$ cat config.mk
export PLATFORM = sky130hd
export DESIGN_NAME = joy_filter
export DESIGN_NICKNAME = d
export VERILOG_FILES = /design/src/rtl/joy_filter.sv
export SDC_FILE = /design/constraint.sdc
export NUM_CORES = 1
export LEC_CHECK = 0
export CAP_MARGIN = 20
export CELL_PAD_IN_SITES_DETAIL_PLACEMENT = 1
export CELL_PAD_IN_SITES_GLOBAL_PLACEMENT = 1
export CORE_ASPECT_RATIO = 0.9
export CORE_MARGIN = 2
export CORE_UTILIZATION = 48
export CTS_BUF_LIST = sky130_fd_sc_hd__clkbuf_4 sky130_fd_sc_hd__clkbuf_8
export DETAILED_ROUTE_END_ITERATION = 10
export PLACE_DENSITY = 0.88
export SLEW_MARGIN = 20
export SYNTH_ARGS = -nofsm -noshare
export SYNTH_HDL_FRONTEND = slang
export SYNTH_SLANG_ARGS = --single-unit
$ cat constraint.sdc
create_clock -name clock -period 4.3 [get_ports clock]
set_clock_uncertainty 0.1 [all_clocks]
set_input_delay 0.645 -clock clock [delete_from_list [all_inputs] [get_ports clock]]
set_output_delay 0.645 -clock clock [all_outputs]
set_load 0.02 [all_outputs]
$ cat src/rtl/joy_filter.sv
// Joystick conditioning: tick-rate debounce, opposing-direction clean,
// fire-1 autofire and a held change-event handshake towards the CPU side.
module joy_filter #(
    parameter int PRESCALE = 50,
    parameter int DEBOUNCE = 4,
    parameter int AF_HALF  = 8
) (
    input  logic        clock,
    input  logic        reset,
    input  logic [7:0]  joy1,
    input  logic [7:0]  joy2,
    input  logic        af1,
    input  logic        af2,
    output logic [5:0]  out1,
    output logic [5:0]  out2,
    output logic        evValid,
    output logic [11:0] evData,
    output logic        evOvf,
    input  logic        evAck
);

    localparam int PW = (PRESCALE > 1) ? $clog2(PRESCALE) : 1;
    localparam logic [PW-1:0] DIV_LAST = PW'(PRESCALE - 1);
    localparam logic [3:0]    DB_LIMIT = 4'(DEBOUNCE);
    localparam logic [7:0]    AF_LAST  = 8'(AF_HALF - 1);

    logic [PW-1:0]    div_q, div_d;
    logic             tick;
    logic [11:0]      raw;
    logic [11:0]      stable_q, stable_d;
    logic [11:0][3:0] cnt_q, cnt_d;
    logic [7:0]       af_cnt_q, af_cnt_d;
    logic             phase_q, phase_d;
    logic [5:0]       out1_q, out1_d, out2_q, out2_d;
    logic [11:0]      prev_q;
    logic             ev_valid_q, ev_valid_d;
    logic [11:0]      ev_data_q, ev_data_d;
    logic             ev_ovf_q, ev_ovf_d;
    logic             change;
    logic             unused_hi;

    assign unused_hi = ^{joy1[7:6], joy2[7:6]};
    assign raw  = {joy2[5:0], joy1[5:0]};
    assign tick = (div_q == DIV_LAST);

    // Opposing pairs cancel to "neither"; fire1 is gated by the shared phase.
    function automatic logic [5:0] condition(input logic [5:0] s,
                                             input logic af, input logic ph);
        logic [5:0] r;
        r = s;
        if (s[0] && s[1]) r[1:0] = 2'b00;
        if (s[2] && s[3]) r[3:2] = 2'b00;
        if (af) r[4] = s[4] & ph;
        return r;
    endfunction

    always_comb begin
        div_d    = tick ? '0 : div_q + 1'b1;
        stable_d = stable_q;
        cnt_d    = cnt_q;
        af_cnt_d = af_cnt_q;
        phase_d  = phase_q;
        if (tick) begin
            for (int i = 0; i < 12; i++) begin
                if (raw[i] == stable_q[i]) begin
                    cnt_d[i] = '0;
                end else if (cnt_q[i] + 4'd1 == DB_LIMIT) begin
                    stable_d[i] = raw[i];
                    cnt_d[i]    = '0;
                end else begin
                    cnt_d[i] = cnt_q[i] + 4'd1;
                end
            end
            if (af_cnt_q == AF_LAST) begin
                af_cnt_d = '0;
                phase_d  = ~phase_q;
            end else begin
                af_cnt_d = af_cnt_q + 8'd1;
            end
        end
        out1_d = condition(stable_q[5:0],  af1, phase_q);
        out2_d = condition(stable_q[11:6], af2, phase_q);
    end

    assign change = ({out2_q, out1_q} != prev_q);

    always_comb begin
        ev_valid_d = ev_valid_q;
        ev_data_d  = ev_data_q;
        ev_ovf_d   = ev_ovf_q;
        if (change) begin
            ev_data_d = {out2_q, out1_q};
            if (!ev_valid_q) begin
                ev_valid_d = 1'b1;
            end else if (evAck) begin
                ev_ovf_d = 1'b0;
            end else begin
                ev_ovf_d = 1'b1;
            end
        end else if (evAck && ev_valid_q) begin
            ev_valid_d = 1'b0;
            ev_ovf_d   = 1'b0;
        end
    end

    always_ff @(posedge clock or posedge reset) begin
        if (reset) begin
            div_q      <= '0;
            stable_q   <= '0;
            cnt_q      <= '0;
            af_cnt_q   <= '0;
            phase_q    <= 1'b1;
            out1_q     <= '0;
            out2_q     <= '0;
            prev_q     <= '0;
            ev_valid_q <= 1'b0;
            ev_data_q  <= '0;
            ev_ovf_q   <= 1'b0;
        end else begin
            div_q      <= div_d;
            stable_q   <= stable_d;
            cnt_q      <= cnt_d;
            af_cnt_q   <= af_cnt_d;
            phase_q    <= phase_d;
            out1_q     <= out1_d;
            out2_q     <= out2_d;
            prev_q     <= {out2_q, out1_q};
            ev_valid_q <= ev_valid_d;
            ev_data_q  <= ev_data_d;
            ev_ovf_q   <= ev_ovf_d;
        end
    end

    assign out1    = out1_q;
    assign out2    = out2_q;
    assign evValid = ev_valid_q;
    assign evData  = ev_data_q;
    assign evOvf   = ev_ovf_q;

endmodule

==> reports/qor.yml, run 1 <==
status:
  status: "finished clean"
power:
  vdd.ir_drop.worst_uv: 234.5
  p_per_area_mw_per_mm2: 369.4
  leakage_uw: 0.002712
logic_synthesis:
  synth.net_count: 504
  ys_ff_latch: 113
  yosys_most_used_dff: "dfrtp_1"
  netlist_top_cells_area: "dfrtp_1 (54%), nand2_1 (4.7%), ha_1 (4.5%)"
  synth-async-reset-ratio: 1.000
  postSynthAreaPerCell_sq_um: 11.26
  synthTopCellsByCount: "dfrtp_1 (112), nand2_1 (66), o21ai_0 (38), nand3_1 (26), o31ai_1 (22)"
  yosysMostFrequentCell: "dfrtp_1"
  synth-edff-count: 0
  netlist_area_sq_mm: 0.005225
  synthDistinctLibCells: 44
  synth_top_area_frac: 0.5364
  yosysWarnings: 0
  syn_inst: 464
  yosysTopAreaCell: "dfrtp_1"
  seq_area_frac_synth: 0.5414
global_route:
  grt_max_degree: 66
  grt_first_pass_wirelength_um: 20070
  grt_pass1_vias: 4141
  antenna_found_initial: 0
  grtUsageTotal: 0.2242
  grt-ovfl-total: 0
job:
  maxCapViolations: 0
route:
  drtIter0Drc: 187
  ant_nets: 0
  drt-pass1-iter-count: 4
  wire_per_inst_um: 18.69
  wl_um: 12350
  vias: 3781
  vias_per_cell: 5.720
  drc: 0
clock_network:
  cts_buffers: 17
  cts.sinks: 113
  cts_root_buf: "clkbuf_8"
  h-tree-depth: 4
  cts_resized: 0
  cts_setup_buffers: 0
  cts_hold_buf: 0
  clockBufferDepth: 2
  cts_tree: "built"
  path_clk_slew_ps: 70
  worstSkewPairLatency_ps: 430
worst_setup_path:
  cpPeakStageDelay_ps: 660
  critPathRequiredTime_ps: 3560
  cp_top_family: "buffers and inverters"
  path_max_fanout: 4
  crit_path_start_kind: "register"
  worstPathCellList: "clkdlybuf4s50_1"
  arrival_ps: 1530
  critical_path_class: "register to output pin"
  endpoint_kind: "output pin"
  slowest_stage: "clkdlybuf4s50_1"
  crit_buf_inv: 1
timing:
  timing.final.crit_period_ps: 2276
  maxSlewHeadroom: 0.4485
  fin_crit_sh: 0.5293
  finalSetupViolCount: 0
  hold_violations: 0
  drv_slew: 0
  fin_setup_tns_ps: 0
  clock.fmax_ghz: 0.4394
  holdWs_ps: 333.6
  rsz0062_at_grt: "false"
  worstMarginPinSlew_ps: 824.6
floorplan:
  die_area_sq_mm: 0.01174
  die_y_um: 103.0
  io_pins: 47
  fp-row-count: 36
  die_w_um: 114.0
  core_area_sq_mm: 0.01072
  start_util: 0.4874
finish:
  area_growth_pct: 17.96
  fillers: 1144
  antenna-diode-count: 0
  final_layout_size_suffix_gt1_frac: 0.1136
  fin_nets: 555
place:
  dp_hpwl_um: 8166
  numPortBuffers: 42
  routabilityCongestion: 0.7564
hold_path:
  hold_path.class: "register to register"
## placed cells by master (no fill, tap or decap), drive strengths merged, types with 7 or more instances in the layout
cell type / count
nand2: 67
and2: 13
nor2b: 18
mux2: 24
nand2b: 8
nor2: 9
nor3b: 7
ha: 19
clkbuf: 22
nand3b: 8
o31ai: 22
o21ai: 38
xor2: 17
xnor2: 17
dfrtp: 112
clkdlybuf4s50: 42
nand3: 26
## where the power goes
group          total, uW  switching (uW)  internal (uW)
registers           1100            16.3           1080
clock network       1050             429            620
logic                132            72.8           58.8
total               2280             518           1760
## final cells by class
cell class,count,area [sq um],area share
sequential,113,2829,0.4590
inverter,5,21.27,0.003451
timing repair buffer,43,440.4,0.07146
clock inverter,10,133.9,0.02172
clock buffer,22,284.0,0.04608
tap,133,166.4,0.02700
multi-input combinational,335,2288,0.3713
## state kept, by name, summed over array words and instances (netlist names)
signal,count
phase_q,1
af_cnt_q,8
div_q,6
evOvf,1
out1,6
stable_q,12
evValid,1
cnt_q,48
out2,6
evData,12
prev_q,12
## path summary, 6_finish.rpt
path                       depth (start not counted)  slack, ps    startpoint          to
max reg2reg                                        4       2060       out1[2]  evData[11]
max                                                1       2020       out2[4]     out2[4]
max in group asynchronous                          3       2750         reset     phase_q
min reg2reg                                        0        330  stable_q[11]     out2[5]
min                                                0        330  stable_q[11]     out2[5]
min in group asynchronous                          2        550         reset     evValid
## cells by family (layout without fill, tap and decap cells)
kind of cell / after synthesis / count (layout) / synth area share
compound gates: 82 / 82 / 0.09914
fa+ha+maj: 19 / 19 / 0.04550
mux: 24 / 24 / 0.05747
xor+xnor: 34 / 34 / 0.05699
buf+inv: 16 / 80 / 0.02060
flops: 113 / 113 / 0.5414
simple gates: 176 / 176 / 0.1789
## stage by stage
| step | total power, uW | utilization | std cells | area [sq um] | setup WS (ps) |
|---|---|---|---|---|---|
| finish | 2277 | 0.5749 | 661 | 6163 | 2024 |
| global route | 2351 | 0.5749 | 661 | 6163 | 1939 |
| CTS | 2295 | 0.5749 | 661 | 6163 | 1982 |
| detailed placement | 1248 | 0.5359 | 629 | 5746 | 2048 |
| global placement | 1239 | 0.5359 | 629 | 5746 | 2167 |
| floorplan | 1187 | - | 464 | 5225 | 569.3 |
## routing by layer
layer	routed length (um)	vias up	track usage
li1	-	1745	-
met1	5094	1931	0.2460
met2	6628	81	0.4185
met3	352	24	0.05173
met4	276	0	0.09850
met5	0	-	0
## worst reg2reg max path: cells and delay by family (launching register included)
family	cells	cell delay (ps)
multiplexers	1	430
AND/OR/NAND/NOR	2	930
flip-flops	1	430
XOR/XNOR	1	240
(Power assumes the default switching activity.)
==> inputs of run 2 (changes only) <==
Clock period 4.3 ns to 2.2 ns, I/O delays scaled along.
==> run 2 against run 1 <==
Against the previous run: utilization rose by 0.68 points; worst hold slack got worse by 110 ps; combinational power rose by 95%; clock-buffer cell count rose by 3; via count rose by 0.16%; die area did not move; final area rose by 1.2%; non-clock buffer count rose by 8; register-to-register slack got worse by 1900 ps.
==> reports/qor.yml, run 2 (synthesis results as in run 1) <==
status:
  status: "finished clean"
floorplan:
  fp-row-count: 36
  die_area_sq_mm: 0.01174
  die_y_um: 103.0
  start_util: 0.4874
  io_pins: 47
  core_area_sq_mm: 0.01072
  die_w_um: 114.0
worst_setup_path:
  endpoint_kind: "register"
  arrival_ps: 2250
  reg2regPathDepth: 7
  slowest_stage: "dfrtp_1"
  path_max_fanout: 31
  critical_path_class: "register to register"
  worstPathCellList: "inv_1 -> ha_1 -> and3b_2 -> nand2_4 -> buf_4 -> o21ai_0 -> o21ai_0"
  cpMostUsedCell: "o21ai_0"
  cp_top_family: "simple AND/OR/NAND/NOR gates"
  crit_path_start_kind: "register"
  critPathRequiredTime_ps: 2400
  rrSetupSlack_ps: 150
  cpPeakStageDelay_ps: 400
  crit_buf_inv: 2
  reg2reg_from: "div_q[1]"
  r2r_end: "cnt_q[46]"
global_route:
  antenna_found_initial: 0
  grt_first_pass_wirelength_um: 20220
  grtUsageTotal: 0.2268
  grt_pass1_vias: 4091
  grt-ovfl-total: 0
  grt_max_degree: 95
clock_network:
  cts_root_buf: "clkbuf_8"
  worstSkewPairLatency_ps: 430
  cts_setup_buffers: 0
  cts.sinks: 113
  h-tree-depth: 4
  cts_resized: 0
  cts_hold_buf: 0
  cts_buffers: 17
  clockBufferDepth: 2
  cts_tree: "built"
  path_clk_slew_ps: 70
power:
  clock_power_share: 0.463
  internal-power_uw: 3476
  leakage_uw: 0.002763
  p_per_area_mw_per_mm2: 716.0
  switchingPower_uw: 988.7
  vdd.ir_drop.worst_uv: 417.0
  swShare: 0.2214
  p_seq_frac: 0.479
  combPwrFrac: 0.058
timing:
  timing.final.crit_period_ps: 2046
  worstMarginPinSlew_ps: 501.9
  drv_slew: 0
  finalSetupViolCount: 0
  worst_slack_ps: 153.8
  hold_violations: 0
  rsz0062_at_grt: "false"
  maxSlewHeadroom: 0.6654
  clock.fmax_ghz: 0.4887
  fin_crit_sh: 0.9301
  fin_setup_tns_ps: 0
route:
  wire_per_inst_um: 18.32
  drc: 0
  drt-pass1-iter-count: 4
  drtIter0Drc: 173
  wl_um: 12260
  vias: 3787
  ant_nets: 0
  vias_per_cell: 5.661
finish:
  antenna-diode-count: 0
  design_area_sq_mm: 0.006236
  largest_reg_flops: 48
  largest-register: "cnt_q"
  fin_nets: 563
  final_common_cell: "dfrtp_1"
  layout_common_cells: "dfrtp_1 (112), nand2_1 (66), clkdlybuf4s50_1 (42), o21ai_0 (38), nand3_1 (26)"
  final_layout_size_suffix_gt1_frac: 0.1269
  area_growth_pct: 19.35
hold_path:
  hold_path.class: "input port to async pin"
job:
  maxCapViolations: 0
place:
  routabilityCongestion: 0.7688
  numPortBuffers: 42
  place_area_sq_mm: 0.005819
  dpl_worst_slack_ps: 254.8
  dp_hpwl_um: 8261
run 2: per-stage QoR:
| step | power (uW) | hold WS [ps] | cells | utilization |
|---|---|---|---|---|
| after floorplan | 2320 | 288.4 | 464 | - |
| after global placement | 2423 | 304.5 | 637 | 0.5428 |
| after detailed placement | 2440 | 332.7 | 637 | 0.5428 |
| after CTS | 4509 | 203.9 | 669 | 0.5817 |
| after global routing | 4637 | 230.9 | 669 | 0.5817 |
| final | 4465 | 222.9 | 669 | 0.5817 |
run 2: worst min-delay path, stage by stage:
cell,delay [ps]
clkdlybuf4s50_1,440
clkinvlp_4,100
buf_4,260
run 2: area by class of cell:
cell class	count	area, sq um
flip-flops and latches	113	2829
clock inverters	7	110.1
multi-input cells	335	2288
repair buffers	51	513.0
inverters	5	22.52
fillers	1132	4484
clock buffers	25	306.5
well taps	133	166.4
run 2: how the worst max path moves through the flow:
stage                   from     endpoint  slack, ps  cells after the start
detailed placement  div_q[1]  stable_q[8]        250                      6
global route        div_q[1]    cnt_q[46]         50                      7
global placement    div_q[1]  stable_q[6]        310                      6
CTS                 div_q[1]    cnt_q[12]        110                      7
finish              div_q[1]    cnt_q[46]        150                      7
floorplan              reset  af_cnt_q[0]        400                      1
run 2: metal layers:
| layer | global-route usage | part of all wire |
|---|---|---|
| met1 | 0.2521 | 0.41 |
| met3 | 0.07407 | 0.035 |
| met4 | 0.07786 | 0.012 |
| met5 | 0 | 0 |
| met2 | 0.4130 | 0.54 |
run 2: power groups by stage:
stage	combinational [uW]	clock [uW]	sequential, uW
2_1_floorplan	128	0	2190
3_3_place_gp	247	0	2180
3_5_place_dp	261	0	2180
4_1_cts	263	2100	2140
5_1_grt	283	2210	2140
6_report	258	2070	2140
